==> src/rtl/lzc_pkg.sv <==
// Shared helpers for the pipelined leading-zero counter.
package lzc_pkg;

  // Width of a leading-zero count for an operand of the given width.
  function automatic int lzc_zw(input int width);
    return $clog2(width);
  endfunction

  // Pipeline stage in which merge level l is evaluated.
  function automatic int stage_of_level(input int l, input int stages, input int levels);
    return (l * stages) / levels;
  endfunction

endpackage

==> src/rtl/lzc_merge.sv <==
// One node of the LZC tree: merges the (valid, count) pairs of two halves.
module lzc_merge
  import lzc_pkg::*;
#(
  parameter int ZW = 1
) (
  input  logic          vh,
  input  logic [ZW-1:0] zh,
  input  logic          vl,
  input  logic [ZW-1:0] zl,
  output logic          v,
  output logic [ZW:0]   z
);

  // A set bit in the high half decides the count; otherwise skip the whole high half.
  assign v = vh | vl;
  assign z = vh ? {1'b0, zh} : {1'b1, zl};

endmodule

==> src/rtl/lzc_pipe.sv <==
// Pipelined leading-zero counter with valid/ready handshake, optional
// left-normalised operand output and a sideband tag per operand.
module lzc_pipe
  import lzc_pkg::*;
#(
  parameter int WIDTH  = 32,
  parameter int STAGES = 2,
  parameter int NORM   = 1,
  parameter int TAG_W  = 4
) (
  input  logic                       clk,
  input  logic                       rst_n,
  input  logic                       in_valid,
  output logic                       in_ready,
  input  logic [WIDTH-1:0]           a,
  input  logic [TAG_W-1:0]           tag_in,
  output logic                       out_valid,
  input  logic                       out_ready,
  output logic [lzc_zw(WIDTH)-1:0]   Z,
  output logic                       V,
  output logic [WIDTH-1:0]           norm_out,
  output logic [TAG_W-1:0]           tag_out
);

  localparam int L = lzc_zw(WIDTH);

  // Payload held by the final (output) stage register.
  typedef struct packed {
    logic             v;
    logic [L-1:0]     z;
    logic [WIDTH-1:0] norm;
  } result_t;

  logic [STAGES-1:0] vld;
  logic [STAGES-1:0] load;
  logic [STAGES-1:0] up_v;
  logic [STAGES-1:0] take;
  logic [TAG_W-1:0]  tag_q  [STAGES];
  logic [TAG_W-1:0]  up_tag [STAGES];
  logic              fin_v;
  logic [L-1:0]      fin_z;
  logic [WIDTH-1:0]  fin_norm;
  result_t           res_q;

  // Valid bit offered to each stage by its upstream neighbour.
  assign up_v = STAGES'({vld, in_valid});

  // A stage loads when it, or any stage below it, is empty, or the output fires.
  // Written as a flat reduction so there is no combinational loop through load[].
  for (genvar k = 0; k < STAGES; k++) begin : g_ld
    assign load[k] = out_ready | ~(&vld[STAGES-1:k]);
  end

  // Data registers only capture real operands, so idle cycles never disturb them.
  assign take     = load & up_v;
  assign in_ready = load[0];

  // Stage valid bits: refill from upstream whenever the stage loads.
  always_ff @(posedge clk or negedge rst_n) begin
    if (!rst_n) begin
      vld <= '0;
    end else begin
      vld <= (vld & ~load) | (up_v & load);
    end
  end

  // Tag offered to each stage by its upstream neighbour.
  always_comb begin
    up_tag[0] = tag_in;
    for (int k = 1; k < STAGES; k++) begin
      up_tag[k] = tag_q[k-1];
    end
  end

  // Tag registers travel with the operand through every stage.
  always_ff @(posedge clk or negedge rst_n) begin
    if (!rst_n) begin
      for (int k = 0; k < STAGES; k++) begin
        tag_q[k] <= '0;
      end
    end else begin
      for (int k = 0; k < STAGES; k++) begin
        if (take[k]) begin
          tag_q[k] <= up_tag[k];
        end
      end
    end
  end

  // Merge tree: level l reduces WIDTH>>l bits into WIDTH>>(l+1) (v, z) nodes.
  // A level that is the last one of its stage registers its result; the final
  // level feeds the output register directly.
  for (genvar l = 0; l < L; l++) begin : g_lvl
    localparam int N  = WIDTH >> (l + 1);
    localparam int SL = stage_of_level(l, STAGES, L);

    logic [N-1:0]      cv;
    logic [N-1:0][l:0] cz;

    if (l == 0) begin : g_leaf
      for (genvar n = 0; n < N; n++) begin : g_pair
        assign cv[n] = a[2*n+1] | a[2*n];
        assign cz[n] = ~a[2*n+1];
      end
    end else begin : g_node
      for (genvar n = 0; n < N; n++) begin : g_m
        lzc_merge #(.ZW(l)) u_merge (
          .vh (g_lvl[l-1].g_out.ov[2*n+1]),
          .zh (g_lvl[l-1].g_out.oz[2*n+1]),
          .vl (g_lvl[l-1].g_out.ov[2*n]),
          .zl (g_lvl[l-1].g_out.oz[2*n]),
          .v  (cv[n]),
          .z  (cz[n])
        );
      end
    end

    if (l < L - 1) begin : g_out
      logic [N-1:0]      ov;
      logic [N-1:0][l:0] oz;
      if (stage_of_level(l + 1, STAGES, L) != SL) begin : g_reg
        // Partial tree result captured at the stage boundary.
        always_ff @(posedge clk or negedge rst_n) begin
          if (!rst_n) begin
            ov <= '0;
            oz <= '0;
          end else if (take[SL]) begin
            ov <= cv;
            oz <= cz;
          end
        end
      end else begin : g_thru
        assign ov = cv;
        assign oz = cz;
      end
    end
  end

  assign fin_v = g_lvl[L-1].cv[0];
  assign fin_z = g_lvl[L-1].cz[0];

  if (NORM != 0) begin : g_norm
    logic [WIDTH-1:0] sh_a;
    if (STAGES == 1) begin : g_direct
      assign sh_a = a;
    end else begin : g_carry
      logic [WIDTH-1:0] a_q [STAGES-1];
      // Original operand follows the tree so the last stage can shift it.
      always_ff @(posedge clk or negedge rst_n) begin
        if (!rst_n) begin
          for (int k = 0; k < STAGES - 1; k++) begin
            a_q[k] <= '0;
          end
        end else begin
          if (take[0]) begin
            a_q[0] <= a;
          end
          for (int k = 1; k < STAGES - 1; k++) begin
            if (take[k]) begin
              a_q[k] <= a_q[k-1];
            end
          end
        end
      end
      assign sh_a = a_q[STAGES-2];
    end
    // A zero operand shifts to zero regardless of the count.
    assign fin_norm = sh_a << fin_z;
  end else begin : g_nonorm
    assign fin_norm = '0;
  end

  // Output register; the raw tree count for a zero operand is forced to 0.
  always_ff @(posedge clk or negedge rst_n) begin
    if (!rst_n) begin
      res_q <= '0;
    end else if (take[STAGES-1]) begin
      res_q.v    <= fin_v;
      res_q.z    <= fin_v ? fin_z : '0;
      res_q.norm <= fin_norm;
    end
  end

  assign out_valid = vld[STAGES-1];
  assign Z         = res_q.z;
  assign V         = res_q.v;
  assign norm_out  = res_q.norm;
  assign tag_out   = tag_q[STAGES-1];

endmodule
==> config.mk <==
export PLATFORM = sky130hd
export DESIGN_NAME = lzc_pipe
export DESIGN_NICKNAME = d
export VERILOG_FILES = /design/src/rtl/lzc_pkg.sv /design/src/rtl/lzc_merge.sv /design/src/rtl/lzc_pipe.sv
export SDC_FILE = /design/constraint.sdc
export NUM_CORES = 1
export LEC_CHECK = 0
export ABC_AREA = 1
export BUFFER_PORTS_ARGS = -buffer_cell sky130_fd_sc_hd__buf_2
export CAP_MARGIN = 5
export CORE_UTILIZATION = 45
export DETAILED_ROUTE_END_ITERATION = 12
export GPL_TIMING_DRIVEN = 0
export MAX_ROUTING_LAYER = met4
export PLACE_DENSITY = 0.72
export SYNTH_ARGS = -nofsm -noshare
export SYNTH_HDL_FRONTEND = slang
export SYNTH_SLANG_ARGS = --single-unit
==> constraint.sdc <==
create_clock -name clk -period 3 [get_ports clk]
set_clock_uncertainty 0.05 [all_clocks]
set_input_delay 0.6 -clock clk [delete_from_list [all_inputs] [get_ports clk]]
set_output_delay 0.6 -clock clk [all_outputs]
set_load 0.01 [all_outputs]
==> impl_table.tex, run 1 <==
\begin{tabular}{lr}
\hline
Metric & Value \\
\hline
\multicolumn{2}{l}{\textbf{Yosys}} \\
Average cell area after synthesis & 7.240 um\^{}2 \\
Count of distinct cell types in the synthesized netlist & 31 \\
Cells after Synth & 745 \\
Multiplexer share of the synthesized area & 0\% \\
Synth Area in Simple Gates & 39.43\% \\
Largest family of logic cells by synthesized area & simple AND/OR/NAND/NOR gates \\
Cell area after synthesis & 0.005394 mm\^{}2 \\
Adder and majority gate portion of the synthesized area & 0\% \\
Area fraction in compound gates after synthesis & 7.864\% \\
Number of flip-flops and latches in the synthesized netlist & 96 \\
Fraction of synthesized cell area in xor and xnor cells & 0\% \\
Mapped Nets & 785 \\
Share of synthesized area occupied by flip-flops and latches & 44.54\% \\
Number of warnings reported in the yosys synthesis log & 0 \\
\multicolumn{2}{l}{\textbf{Clocking}} \\
Clock input transition at the sequential cells of the worst setup and hold paths & 0.07 ns \\
Hold bufs inserted after CTS & 0 \\
Level count of the clock H-tree & 3 \\
TritonCTS clock tree & done \\
Number of clock sinks seen by CTS & 96 \\
Maximum root-to-sink buffer count & 2 \\
Buffers inserted during post-CTS setup optimization & 0 \\
CTS Buf Count & 9 \\
Post-CTS sizing & 0 \\
Clk root buf & sky130\_fd\_sc\_hd\_\_clkbuf\_16 \\
Clk Latency, worst-skew pair & 0.35 ns \\
\multicolumn{2}{l}{\textbf{Global routing}} \\
Number of antenna violations at the first check in global routing & 0 \\
GRT overflow & 0 \\
Met1 usage & 40.99\% \\
Global-route wire length before repair & 27.52 mm \\
Met2 demand-to-capacity share in global routing & 43.83\% \\
Met3 Track Usage GR & 3.974\% \\
Aggregate global-route resource usage & 29.41\% \\
Pin count of the biggest net entering global routing & 63 \\
GR peak layer & met2 \\
Number of global-route vias before repair & 5,097 \\
\multicolumn{2}{l}{\textbf{Timing}} \\
Total setup violations reported at the end of the flow & 0 \\
Worst max-slew margin expressed relative to the limit & 61.11\% \\
Part of the cycle the worst path needs & 77.75\% \\
Tmin final & 2.332 ns \\
Worst hold slack after final layout & 0.1459 ns \\
RSZ-0062 raised after global routing & no \\
Final Max Slew Viols & 0 \\
Max Freq & 428.7 MHz \\
Actual transition at the worst max-transition pin & 0.5834 ns \\
Final count of hold timing violations & 0 \\
Total negative slack & 0 ns \\
\multicolumn{2}{l}{\textbf{Floorplanning}} \\
Die H & 111.5 um \\
Number of rows created at floorplan & 39 \\
Die width & 111.5 um \\
\# IOs & 84 \\
Overall die area & 0.01243 mm\^{}2 \\
Effective utilization at floorplan & 46.64\% \\
Core Area & 0.01156 mm\^{}2 \\
\multicolumn{2}{l}{\textbf{Min path}} \\
Hold Crit Class & in2async \\
\multicolumn{2}{l}{\textbf{Cells and area}} \\
Most frequent cells in the layout & sky130\_fd\_sc\_hd\_\_nand3\_1, sky130\_fd\_sc\_hd\_\_nand2\_1, sky130\_fd\_sc\_hd\_\_dfrtp\_1 \\
Final \#Nets & 880 \\
Layout filler cell count & 1,158 \\
Count of inserted antenna diode cells & 0 \\
Growth of design area from synthesis to finish & 17.91\% \\
Most common cell after layout, fill and taps aside & sky130\_fd\_sc\_hd\_\_nand3\_1 \\
Proportion of layout cells with a drive suffix above 1 & 15.86\% \\
\multicolumn{2}{l}{\textbf{Drt}} \\
Routed Wire Length & 16.59 mm \\
Residual antenna-violating net count after detailed routing & 0 \\
DRC marker count from the first detailed-route iteration & 602 \\
First-pass detailed-route iteration total & 12 \\
Number of design rule violations left after detail routing & 9 \\
Detail-routed via count per cell & 5.618 \\
Routed len/inst & 16.79 um \\
Vias & 5,551 \\
\multicolumn{2}{l}{\textbf{Pwr}} \\
Final total power & 4.178 mW \\
Peak supply drop & 0.2748 mV \\
Pwr Density & 656.9 mW/mm\^{}2 \\
Leakage power summed over all cells & 3.216 nW \\
\multicolumn{2}{l}{\textbf{Outcome}} \\
Outcome & finished, violations left \\
Violated checks & DRC \\
\multicolumn{2}{l}{\textbf{Setup path}} \\
Crit end category & flip-flop \\
Critical path startpoint & g\_lvl[2].g\_out.ov[2] \\
Crit path launch type & flip-flop \\
Arrival time of data at the critical path endpoint & 2.51 ns \\
Crit path required time & 3.18 ns \\
Startpoint of the worst-slack reg-to-reg timing path & g\_lvl[2].g\_out.ov[2] \\
Maximum fanout along the worst path & 10 \\
Crit Path Category & reg2reg \\
\multicolumn{2}{l}{\textbf{Run}} \\
Max-capacitance violation count & 0 \\
\multicolumn{2}{l}{\textbf{Place}} \\
Dpl hpwl & 12.96 mm \\
Weighted congestion at the end of routability-driven global placement & 1.002 \\
Number of port buffers & 83 \\
\hline
\end{tabular}
[final timing paths]
check | to | slack (ns) | depth (start not counted)
worst max-delay path | norm_out[28] | 0.67 | 9
worst min-delay path | Z[1] | 0.15 | 1
worst max register to register | norm_out[28] | 0.67 | 9
worst min register to register | norm_out[8] | 0.43 | 2
max in group asynchronous | g_norm.g_carry.a_q[3] | 2.10 | 2
min in group clk | tag_q[5] | 0.40 | 3
[per-layer routing]
| metal | part of all wire, % | vias to the layer above |
|---|---|---|
| li1 | - | 2710 |
| met1 | 47 | 2590 |
| met2 | 45 | 223 |
| met3 | 5.7 | 28 |
| met4 | 2.4 | 0 |
| met5 | 0 | - |
[cells by family (layout without fill, tap and decap cells)]
| kind of cell | after synthesis | count (layout) |
|---|---|---|
| AO/OA/AOI/OAI | 76 | 76 |
| buffers and inverters | 102 | 202 |
| AND/OR/NAND/NOR | 471 | 471 |
| flip-flops | 96 | 96 |
[final cells by class]
class / instances / area [um^2] / share of cell area, %
Inverter: 52 / 195.2 / 3.069
Tap cell: 143 / 178.9 / 2.813
Sequential cell: 96 / 2402 / 37.77
Multi-Input combinational cell: 547 / 2551 / 40.11
Timing Repair Buffer: 84 / 445.4 / 7.004
Clock buffer: 12 / 266.5 / 4.190
Clock inverter: 4 / 75.07 / 1.180
Buffer: 50 / 245.2 / 3.856
[where the power goes]
part           switching [mW]  internal, mW  total, mW
registers               0.141          1.52       1.67
clock network           0.497         0.798       1.29
logic                   0.783         0.435       1.22
total                    1.42          2.76       4.18
[flip-flops by register name (all words and copies together) (netlist names), named ones only]
| signal | flops |
|---|---|
| g_lvl.g_out.oz | 12 |
| tag_q | 4 |
| tag_out | 4 |
| g_norm.g_carry.a_q | 32 |
| Z | 5 |
| norm_out | 32 |
| g_lvl.g_out.ov | 4 |
| V | 1 |
[Yosys cell counts]
library cell | number | area [um^2]
sky130_fd_sc_hd__nor4_1 | 2 | 12.51
sky130_fd_sc_hd__nor2_2 | 1 | 6.260
sky130_fd_sc_hd__nand3b_1 | 1 | 7.510
sky130_fd_sc_hd__buf_2 | 13 | 65.06
sky130_fd_sc_hd__buf_1 | 3 | 11.26
sky130_fd_sc_hd__a31oi_1 | 1 | 6.260
sky130_fd_sc_hd__nand2_4 | 1 | 11.26
sky130_fd_sc_hd__inv_1 | 48 | 180.2
sky130_fd_sc_hd__a21oi_1 | 6 | 30.03
sky130_fd_sc_hd__buf_4 | 7 | 52.55
sky130_fd_sc_hd__o211ai_2 | 1 | 12.51
sky130_fd_sc_hd__buf_6 | 2 | 22.52
sky130_fd_sc_hd__nor2_1 | 33 | 123.9
sky130_fd_sc_hd__nand3_1 | 246 | 1231
sky130_fd_sc_hd__nand2_1 | 180 | 675.7
sky130_fd_sc_hd__o21ai_0 | 51 | 255.2
sky130_fd_sc_hd__o221ai_1 | 1 | 8.760
sky130_fd_sc_hd__dfrtp_1 | 96 | 2402
sky130_fd_sc_hd__nand3_2 | 3 | 30.03
sky130_fd_sc_hd__o41ai_1 | 1 | 8.760
sky130_fd_sc_hd__o21ai_1 | 6 | 30.03
sky130_fd_sc_hd__a22o_1 | 1 | 8.760
sky130_fd_sc_hd__nor3_2 | 1 | 10.01
sky130_fd_sc_hd__a211oi_1 | 1 | 7.510
sky130_fd_sc_hd__nand4_1 | 3 | 18.77
sky130_fd_sc_hd__o211ai_1 | 2 | 15.01
sky130_fd_sc_hd__a41oi_1 | 2 | 17.52
sky130_fd_sc_hd__a22oi_1 | 2 | 15.01
sky130_fd_sc_hd__inv_2 | 4 | 15.01
sky130_fd_sc_hd__clkbuf_1 | 25 | 93.84
sky130_fd_sc_hd__a21oi_2 | 1 | 8.760
[critical path, stage by stage, from the launching register on]
cell and delay [ns]:
sky130_fd_sc_hd__dfrtp_1 0.45, sky130_fd_sc_hd__nor2_2 0.29, sky130_fd_sc_hd__nand3_1 0.16, sky130_fd_sc_hd__nand3_2 0.20, sky130_fd_sc_hd__clkbuf_1 0.41, sky130_fd_sc_hd__nand3_1 0.18, sky130_fd_sc_hd__nand3_1 0.12, sky130_fd_sc_hd__nand3_1 0.10
sky130_fd_sc_hd__nand3_1 0.15, sky130_fd_sc_hd__nand3_1 0.09
[metrics by stage]
stage / setup slack (ns) / instance area (um^2) / utilization, % / instances
2_1_floorplan: 1.165 / 5394 / - / 745
3_3_place_gp: 0.3444 / 5988 / 51.78 / 971
3_5_place_dp: 0.5657 / 6018 / 52.04 / 972
4_1_cts: 0.7250 / 6360 / 54.99 / 988
5_1_grt: 0.5313 / 6360 / 54.99 / 988
6_report: 0.6676 / 6360 / 54.99 / 988
Note: power is estimated with default switching activity, not from simulation.
==> run 2, diff against run 1 <==
--- a/config.mk
+++ b/config.mk
@@ -5,14 +5,14 @@
 export SDC_FILE = /design/constraint.sdc
 export NUM_CORES = 1
 export LEC_CHECK = 0
-export ABC_AREA = 1
+export ABC_AREA = 0
 export BUFFER_PORTS_ARGS = -buffer_cell sky130_fd_sc_hd__buf_2
 export CAP_MARGIN = 5
 export CORE_UTILIZATION = 45
 export DETAILED_ROUTE_END_ITERATION = 12
 export GPL_TIMING_DRIVEN = 0
 export MAX_ROUTING_LAYER = met4
-export PLACE_DENSITY = 0.72
+export PLACE_DENSITY = 0.73
 export SYNTH_ARGS = -nofsm -noshare
 export SYNTH_HDL_FRONTEND = slang
 export SYNTH_SLANG_ARGS = --single-unit
==> constraint.sdc (replaced) <==
create_clock -name clk -period 2.12 [get_ports clk]
set_clock_uncertainty 0.05 [all_clocks]
set_input_delay 0.424 -clock clk [delete_from_list [all_inputs] [get_ports clk]]
set_output_delay 0.424 -clock clk [all_outputs]
set_load 0.01 [all_outputs]
==> run 2 against run 1 <==
Effect of this change:
- the run ends with setup timing left
- hold slack lost 0.13 ns
- die area increased by 19%
- power is 86% higher
- design area grew 44%
- largest power group is now combinational cells
==> impl_table.tex, run 2 <==
\begin{tabular}{lr}
\hline
Metric & Value \\
\hline
\multicolumn{2}{l}{\textbf{Clocking}} \\
Clock input transition at the sequential cells of the worst setup and hold paths & 0.07 ns (about the same) \\
CTS Buf Count & 9 (unchanged) \\
TritonCTS clock tree & done \\
Hold bufs inserted after CTS & 0 (unchanged) \\
Level count of the clock H-tree & 3 (unchanged) \\
Clk Latency, worst-skew pair & 0.36 ns (about the same) \\
Maximum root-to-sink buffer count & 2 (unchanged) \\
Number of clock sinks seen by CTS & 96 (unchanged) \\
Clk root buf & sky130\_fd\_sc\_hd\_\_clkbuf\_16 \\
\multicolumn{2}{l}{\textbf{Timing}} \\
Part of the cycle the worst path needs & 123.3\% (+46 points) \\
Final Max Slew Viols & 0 (unchanged) \\
Total negative slack & -9.574 ns (-9.574 ns) \\
Final count of hold timing violations & 0 (unchanged) \\
Final worst slack & -0.4942 ns (-1.162 ns) \\
Actual transition at the worst max-transition pin & 0.6967 ns (+0.1133 ns) \\
Total setup violations reported at the end of the flow & 32 (+32) \\
Worst max-slew margin expressed relative to the limit & 53.56\% (-7.6 points) \\
Max Freq & 382.5 MHz (-11\%) \\
RSZ-0062 raised after global routing & yes \\
Tmin final & 2.614 ns (+0.2818 ns) \\
\multicolumn{2}{l}{\textbf{Drt}} \\
Detail-routed via count per cell & 6.562 (+17\%) \\
Number of design rule violations left after detail routing & 0 (-9) \\
Vias & 6,752 (+22\%) \\
Routed len/inst & 23.94 um (+43\%) \\
Residual antenna-violating net count after detailed routing & 0 (unchanged) \\
First-pass detailed-route iteration total & 7 (-5) \\
Routed Wire Length & 24.63 mm (+49\%) \\
DRC marker count from the first detailed-route iteration & 836 (+39\%) \\
\multicolumn{2}{l}{\textbf{Yosys}} \\
Cell area after synthesis & 0.006424 mm\^{}2 (+19\%) \\
Proportion of synthesized flip-flops having asynchronous set or reset & 100.0\% (unchanged) \\
Most frequent cell after synthesis & sky130\_fd\_sc\_hd\_\_nand2\_1 \\
Mapped Nets & 719 (-8.4\%) \\
Commonest cells in the netlist & sky130\_fd\_sc\_hd\_\_nand2\_1, sky130\_fd\_sc\_hd\_\_dfrtp\_1, sky130\_fd\_sc\_hd\_\_mux2i\_1 \\
Leading register cell type out of synthesis & sky130\_fd\_sc\_hd\_\_dfrtp\_1 \\
Number of flip-flops and latches in the synthesized netlist & 96 (unchanged) \\
Fraction of synthesized cell area taken by the top area cell type & 37.40\% (-7.1 points) \\
Cell accounting for the most synthesized area & sky130\_fd\_sc\_hd\_\_dfrtp\_1 \\
Synth top area cells & sky130\_fd\_sc\_hd\_\_dfrtp\_1, sky130\_fd\_sc\_hd\_\_mux2i\_1, sky130\_fd\_sc\_hd\_\_mux2\_2 \\
Count of distinct cell types in the synthesized netlist & 68 (+120\%) \\
Average cell area after synthesis & 9.460 um\^{}2 (+31\%) \\
Share of synthesized area occupied by flip-flops and latches & 37.40\% (-7.1 points) \\
Post-synth EDFFs & 0 (unchanged) \\
Cells after Synth & 679 (-8.9\%) \\
Number of warnings reported in the yosys synthesis log & 0 (unchanged) \\
\multicolumn{2}{l}{\textbf{Setup path}} \\
Arrival time of data at the critical path endpoint & 2.80 ns (+0.29 ns) \\
Worst reg2reg path depth & 8 (-1) \\
Crit Path Category & reg2reg \\
Maximum fanout along the worst path & 8 (-2) \\
Crit path required time & 2.31 ns (-0.87 ns) \\
Crit path launch type & flip-flop \\
Crit end category & flip-flop \\
\multicolumn{2}{l}{\textbf{Pwr}} \\
Comb power frac & 43.6\% (+14 points) \\
Switching fraction of total power & 36.70\% (+2.7 points) \\
Pwr Density & 848.6 mW/mm\^{}2 (+29\%) \\
Net load switching power & 2.854 mW (+100\%) \\
Internal power & 4.922 mW (+78\%) \\
Peak supply drop & 0.4237 mV (+54\%) \\
Sequential cell fraction of total power & 32.4\% (-7.5 points) \\
Final total power & 7.776 mW (+86\%) \\
Leakage power summed over all cells & 3.797 nW (+18\%) \\
Clock share of power & 24.0\% (-7.0 points) \\
\multicolumn{2}{l}{\textbf{Cells and area}} \\
Final instance area & 0.009164 mm\^{}2 (+44\%) \\
Most frequent cells in the layout & sky130\_fd\_sc\_hd\_\_nand2\_1, sky130\_fd\_sc\_hd\_\_dfrtp\_1, sky130\_fd\_sc\_hd\_\_buf\_2 \\
Count of inserted antenna diode cells & 0 (unchanged) \\
Growth of design area from synthesis to finish & 42.66\% \\
Non-filler cells in the finished layout & 1,029 (+4.1\%) \\
Most common cell after layout, fill and taps aside & sky130\_fd\_sc\_hd\_\_nand2\_1 \\
Final \#Nets & 884 (+0.45\%) \\
Proportion of layout cells with a drive suffix above 1 & 45.70\% (+30 points) \\
\multicolumn{2}{l}{\textbf{Place}} \\
Place WS & -0.7635 ns (-1.329 ns) \\
Dpl hpwl & 15.03 mm (+16\%) \\
Weighted congestion at the end of routability-driven global placement & 0.9861 (-1.6\%) \\
Number of port buffers & 83 (unchanged) \\
Placed cell area & 0.007197 mm\^{}2 (+20\%) \\
\# placed instances & 943 (-3.0\%) \\
\multicolumn{2}{l}{\textbf{Outcome}} \\
Outcome & finished, violations left \\
Violated checks & setup timing \\
\multicolumn{2}{l}{\textbf{Floorplanning}} \\
Number of rows created at floorplan & 43 (+10\%) \\
Overall die area & 0.01476 mm\^{}2 (+19\%) \\
Die width & 121.5 um (+9.0\%) \\
Core Area & 0.01388 mm\^{}2 (+20\%) \\
Die H & 121.5 um (+9.0\%) \\
\# IOs & 84 (unchanged) \\
Effective utilization at floorplan & 46.28\% (-0.36 points) \\
\multicolumn{2}{l}{\textbf{Global routing}} \\
GRT overflow & 0 (unchanged) \\
Pin count of the biggest net entering global routing & 50 (-21\%) \\
Global-route wire length before repair & 35.11 mm (+28\%) \\
Aggregate global-route resource usage & 32.55\% (+3.1 points) \\
Number of global-route vias before repair & 6,252 (+23\%) \\
Number of antenna violations at the first check in global routing & 0 (unchanged) \\
\multicolumn{2}{l}{\textbf{Run}} \\
Max-capacitance violation count & 0 (unchanged) \\
\multicolumn{2}{l}{\textbf{Min path}} \\
Hold Crit Class & in2async \\
\hline
\end{tabular}
## run 2: critical path, stage by stage (launching register included)
cell and delay, ns:
sky130_fd_sc_hd__dfrtp_1 0.40, sky130_fd_sc_hd__buf_6 0.15, sky130_fd_sc_hd__mux2_4 0.34, sky130_fd_sc_hd__o211ai_4 0.32, sky130_fd_sc_hd__buf_6 0.21, sky130_fd_sc_hd__o211ai_1 0.16, sky130_fd_sc_hd__o211ai_1 0.26, sky130_fd_sc_hd__o22ai_1 0.21
sky130_fd_sc_hd__o32a_1 0.39
## run 2: power by group through the flow
| stage | sequential, mW | combinational, mW | clock [mW] |
|---|---|---|---|
| floorplan | 2.52 | 1.44 | 0 |
| global placement | 2.49 | 2.21 | 0 |
| detailed placement | 2.51 | 2.25 | 0 |
| CTS | 2.49 | 2.86 | 1.88 |
| global route | 2.55 | 3.54 | 1.95 |
| finish | 2.52 | 3.39 | 1.86 |
## run 2: area by class of cell
type,count,area (um^2)
fillers,1051,4717
multi-input cells,515,4572
flip-flops and latches,96,2405
repair buffers,157,1165
plain buffers,54,419.2
clock buffers,10,229.0
well taps,180,225.2
clock inverters,6,107.6
inverters,11,41.29
## run 2: cells by family (layout without fill, tap and decap cells)
kind of cell / Yosys count / count (layout) / synth area share [%]
flops: 96 / 96 / 37.40
buf+inv: 68 / 238 / 5.590
compound gates: 174 / 174 / 19.89
simple gates: 208 / 208 / 14.41
mux: 133 / 133 / 22.71
## run 2: final timing paths
check                                startpoint                   end  slack [ns]
min reg2reg                        norm_out[10]          norm_out[10]        0.42
max                        g_lvl[2].g_out.ov[1]          norm_out[20]       -0.49
min in group clk                          a[27]  g_lvl[2].g_out.oz[9]        0.22
max in group asynchronous                 rst_n  g_lvl[2].g_out.ov[2]        1.31
max reg2reg                g_lvl[2].g_out.ov[1]          norm_out[20]       -0.49
min                                       rst_n                     V        0.02
## run 2: stage by stage
stage,hold slack (ns),util [%]
finish,0.01936,66.02
global route,0.08302,66.02
CTS,0.05156,62.00
detailed placement,0.4072,51.85
global placement,0.3957,51.63
floorplan,0.07841,-
## run 2: routing by layer
layer	wire [um]	vias to the layer above	global-route usage, %
met5	0	-	-
met1	9311	3192	40.47
met3	2310	182	5.169
met4	1850	0	18.60
met2	11160	521	50.28
li1	-	2857	-
## run 2: what timing repair did
action | in CTS | in global routing
gates resized for setup | 144 | 75
endpoints found under the setup margin | 53 | 44
buffers inserted | 48 | 22
pin swaps | 34 | 48
cloned | 2 | 2
==> run 3, diff against run 2 <==
--- a/config.mk
+++ b/config.mk
@@ -12,7 +12,8 @@
 export DETAILED_ROUTE_END_ITERATION = 12
 export GPL_TIMING_DRIVEN = 0
 export MAX_ROUTING_LAYER = met4
-export PLACE_DENSITY = 0.73
+export PLACE_DENSITY = 0.71
+export SETUP_SLACK_MARGIN = 0.1
 export SYNTH_ARGS = -nofsm -noshare
 export SYNTH_HDL_FRONTEND = slang
 export SYNTH_SLANG_ARGS = --single-unit
==> constraint.sdc (replaced) <==
create_clock -name clk -period 3.4 [get_ports clk]
set_clock_uncertainty 0.05 [all_clocks]
set_input_delay 0.68 -clock clk [delete_from_list [all_inputs] [get_ports clk]]
set_output_delay 0.68 -clock clk [all_outputs]
set_load 0.005 [all_outputs]
==> run 3 against run 2 <==
Effect of this change:
- the flow now finishes without violations
- hold slack gained 0.27 ns
- die area is the same
- design area shrank 19%
- via count shrank 13%
- utilization shrank 13 points
- global-route usage shrank 1.6 points
- worst setup slack gained 0.85 ns
- count of clock-buffer cells in the layout grew 1
- sequential share of layout area grew 6.2 points
- power shrank 49%
==> impl_table.tex, run 3 (synthesis gave the netlist of run 2 again) <==
\begin{tabular}{lr}
\hline
Metric & Value \\
\hline
\multicolumn{2}{l}{\textbf{Pwr}} \\
Pwr Density & 539.2 mW/mm\^{}2 (-36\%) \\
Sequential cell fraction of total power & 38.8\% (+6.4 points) \\
Internal power & 2.611 mW (-47\%) \\
Clock share of power & 27.2\% (+3.2 points) \\
Net load switching power & 1.382 mW (-52\%) \\
Peak supply drop & 0.2573 mV (-39\%) \\
Comb power frac & 34.0\% (-9.6 points) \\
Leakage power summed over all cells & 3.197 nW (-16\%) \\
Switching fraction of total power & 34.61\% (-2.1 points) \\
\multicolumn{2}{l}{\textbf{Setup path}} \\
Critical path startpoint & g\_lvl[2].g\_out.ov[1] \\
Crit path required time & 3.56 ns (+1.25 ns) \\
Crit path launch type & flip-flop \\
Maximum fanout along the worst path & 10 (+2) \\
Worst reg2reg path depth & 8 (unchanged) \\
Startpoint of the worst-slack reg-to-reg timing path & g\_lvl[2].g\_out.ov[1] \\
Worst reg2reg setup slack & 0.35 ns (+0.85 ns) \\
Crit Path Category & reg2reg \\
Endpoint of the worst-slack reg-to-reg timing path & norm\_out[17] \\
Arrival time of data at the critical path endpoint & 3.21 ns (+0.41 ns) \\
Crit end category & flip-flop \\
\multicolumn{2}{l}{\textbf{Timing}} \\
Final Max Slew Viols & 0 (unchanged) \\
Total setup violations reported at the end of the flow & 0 (-100\%) \\
Part of the cycle the worst path needs & 89.66\% (-34 points) \\
Max Freq & 328.0 MHz (-14\%) \\
Tmin final & 3.048 ns (+0.4341 ns) \\
Final worst slack & 0.3516 ns (+0.8459 ns) \\
Total negative slack & 0 ns (+9.574 ns) \\
Worst max-slew margin expressed relative to the limit & 47.35\% (-6.2 points) \\
Actual transition at the worst max-transition pin & 0.7868 ns (+0.09014 ns) \\
RSZ-0062 raised after global routing & no \\
Final count of hold timing violations & 0 (unchanged) \\
Worst hold slack after final layout & 0.2852 ns (+0.2658 ns) \\
\multicolumn{2}{l}{\textbf{Global routing}} \\
Number of antenna violations at the first check in global routing & 0 (unchanged) \\
Pin count of the biggest net entering global routing & 50 (unchanged) \\
GRT overflow & 0 (unchanged) \\
Number of global-route vias before repair & 5,573 (-11\%) \\
Aggregate global-route resource usage & 30.94\% (-1.6 points) \\
Global-route wire length before repair & 32.93 mm (-6.2\%) \\
\multicolumn{2}{l}{\textbf{Floorplanning}} \\
Number of rows created at floorplan & 43 (unchanged) \\
Core Area & 0.01388 mm\^{}2 (unchanged) \\
Die width & 121.5 um (unchanged) \\
\# IOs & 84 (unchanged) \\
Die H & 121.5 um (unchanged) \\
Overall die area & 0.01476 mm\^{}2 (unchanged) \\
Effective utilization at floorplan & 46.28\% (unchanged) \\
\multicolumn{2}{l}{\textbf{Clocking}} \\
Maximum root-to-sink buffer count & 2 (unchanged) \\
Clk root buf & sky130\_fd\_sc\_hd\_\_clkbuf\_16 \\
Buffers inserted during post-CTS setup optimization & 0 (-100\%) \\
CTS Buf Count & 9 (unchanged) \\
Post-CTS sizing & 0 (-100\%) \\
Clk Latency, worst-skew pair & 0.35 ns (about the same) \\
Level count of the clock H-tree & 3 (unchanged) \\
Clock input transition at the sequential cells of the worst setup and hold paths & 0.07 ns (about the same) \\
TritonCTS clock tree & done \\
Number of clock sinks seen by CTS & 96 (unchanged) \\
Hold bufs inserted after CTS & 0 (unchanged) \\
\multicolumn{2}{l}{\textbf{Place}} \\
Weighted congestion at the end of routability-driven global placement & 0.9482 (-3.8\%) \\
Number of port buffers & 83 (unchanged) \\
Place WS & 0.4095 ns (+1.173 ns) \\
\# placed instances & 943 (unchanged) \\
Dpl hpwl & 16.42 mm (+9.3\%) \\
\multicolumn{2}{l}{\textbf{Cells and area}} \\
Count of inserted antenna diode cells & 0 (unchanged) \\
Non-filler cells in the finished layout & 957 (-7.0\%) \\
Most frequent cells in the layout & sky130\_fd\_sc\_hd\_\_nand2\_1, sky130\_fd\_sc\_hd\_\_buf\_2, sky130\_fd\_sc\_hd\_\_dfrtp\_1 \\
Growth of design area from synthesis to finish & 15.27\% \\
Most common cell after layout, fill and taps aside & sky130\_fd\_sc\_hd\_\_nand2\_1 \\
Proportion of layout cells with a drive suffix above 1 & 25.87\% (-20 points) \\
Final \#Nets & 814 (-7.9\%) \\
\multicolumn{2}{l}{\textbf{Min path}} \\
Hold Crit Class & in2async \\
\multicolumn{2}{l}{\textbf{Drt}} \\
Vias & 5,902 (-13\%) \\
Routed Wire Length & 21.09 mm (-14\%) \\
Routed len/inst & 22.04 um (-7.9\%) \\
Residual antenna-violating net count after detailed routing & 0 (unchanged) \\
DRC marker count from the first detailed-route iteration & 511 (-39\%) \\
First-pass detailed-route iteration total & 5 (-2) \\
Detail-routed via count per cell & 6.167 (-6.0\%) \\
Number of design rule violations left after detail routing & 0 (unchanged) \\
\multicolumn{2}{l}{\textbf{Run}} \\
Max-capacitance violation count & 0 (unchanged) \\
\multicolumn{2}{l}{\textbf{Outcome}} \\
Outcome & completed \\
\hline
\end{tabular}
## run 3: cell count changes in the layout (fill, tap and decap cells not counted), sizes merged
cell	delta
clkbuf	+2
clkinv	-2
bufinv	-1
buf	-71
## run 3: power groups by stage
stage / combinational, mW / sequential [mW] / clock [mW]
global route: 1.48 / 1.58 / 1.14
floorplan: 0.858 / 1.52 / 0
global placement: 1.32 / 1.55 / 0
finish: 1.36 / 1.55 / 1.09
CTS: 1.34 / 1.55 / 1.10
detailed placement: 1.34 / 1.57 / 0
## run 3: worst max-delay path by stage
stage	endpoint	slack, ns	cells after the start
final	norm_out[17]	0.35	8
after global routing	norm_out[17]	0.22	8
after CTS	norm_out[17]	0.40	8
after detailed placement	norm_out[17]	0.41	8
after global placement	norm_out[17]	0.43	8
after floorplan	norm_out[31]	1.06	8
## run 3: area by class of cell
type	instances	area, um^2
timing repair buffer	84	445.4
clock buffer	11	242.7
fill	1272	6476
clock inverter	3	67.56
multi-input combinational	515	3662
tap	180	225.2
sequential	96	2402
buffer	57	317.8
inverter	11	41.29
## run 3: metrics by stage
stage	util (%)	power, mW	cell area, um^2
global placement	50.89	2.869	7064
finish	53.34	3.992	7405
global route	53.34	4.201	7405
floorplan	-	2.378	6424
CTS	53.34	3.993	7405
detailed placement	51.11	2.904	7094
## run 3: worst max-delay path: stages (launching register included)
cell and delay (ns):
sky130_fd_sc_hd__dfrtp_1 0.38, sky130_fd_sc_hd__buf_6 0.21, sky130_fd_sc_hd__mux2i_4 0.46, sky130_fd_sc_hd__o211ai_4 0.18
sky130_fd_sc_hd__mux2_4 0.34, sky130_fd_sc_hd__o2bb2ai_1 0.42, sky130_fd_sc_hd__o22ai_1 0.17, sky130_fd_sc_hd__a2111oi_0 0.62
sky130_fd_sc_hd__nor2_1 0.08
## run 3: routing by layer
layer,routed length [um],part of all wire [%],track usage [%]
met5,0,0,-
met2,9770,46,47.37
met3,1239,5.9,4.652
met1,9395,45,40.73
met4,685,3.2,13.12
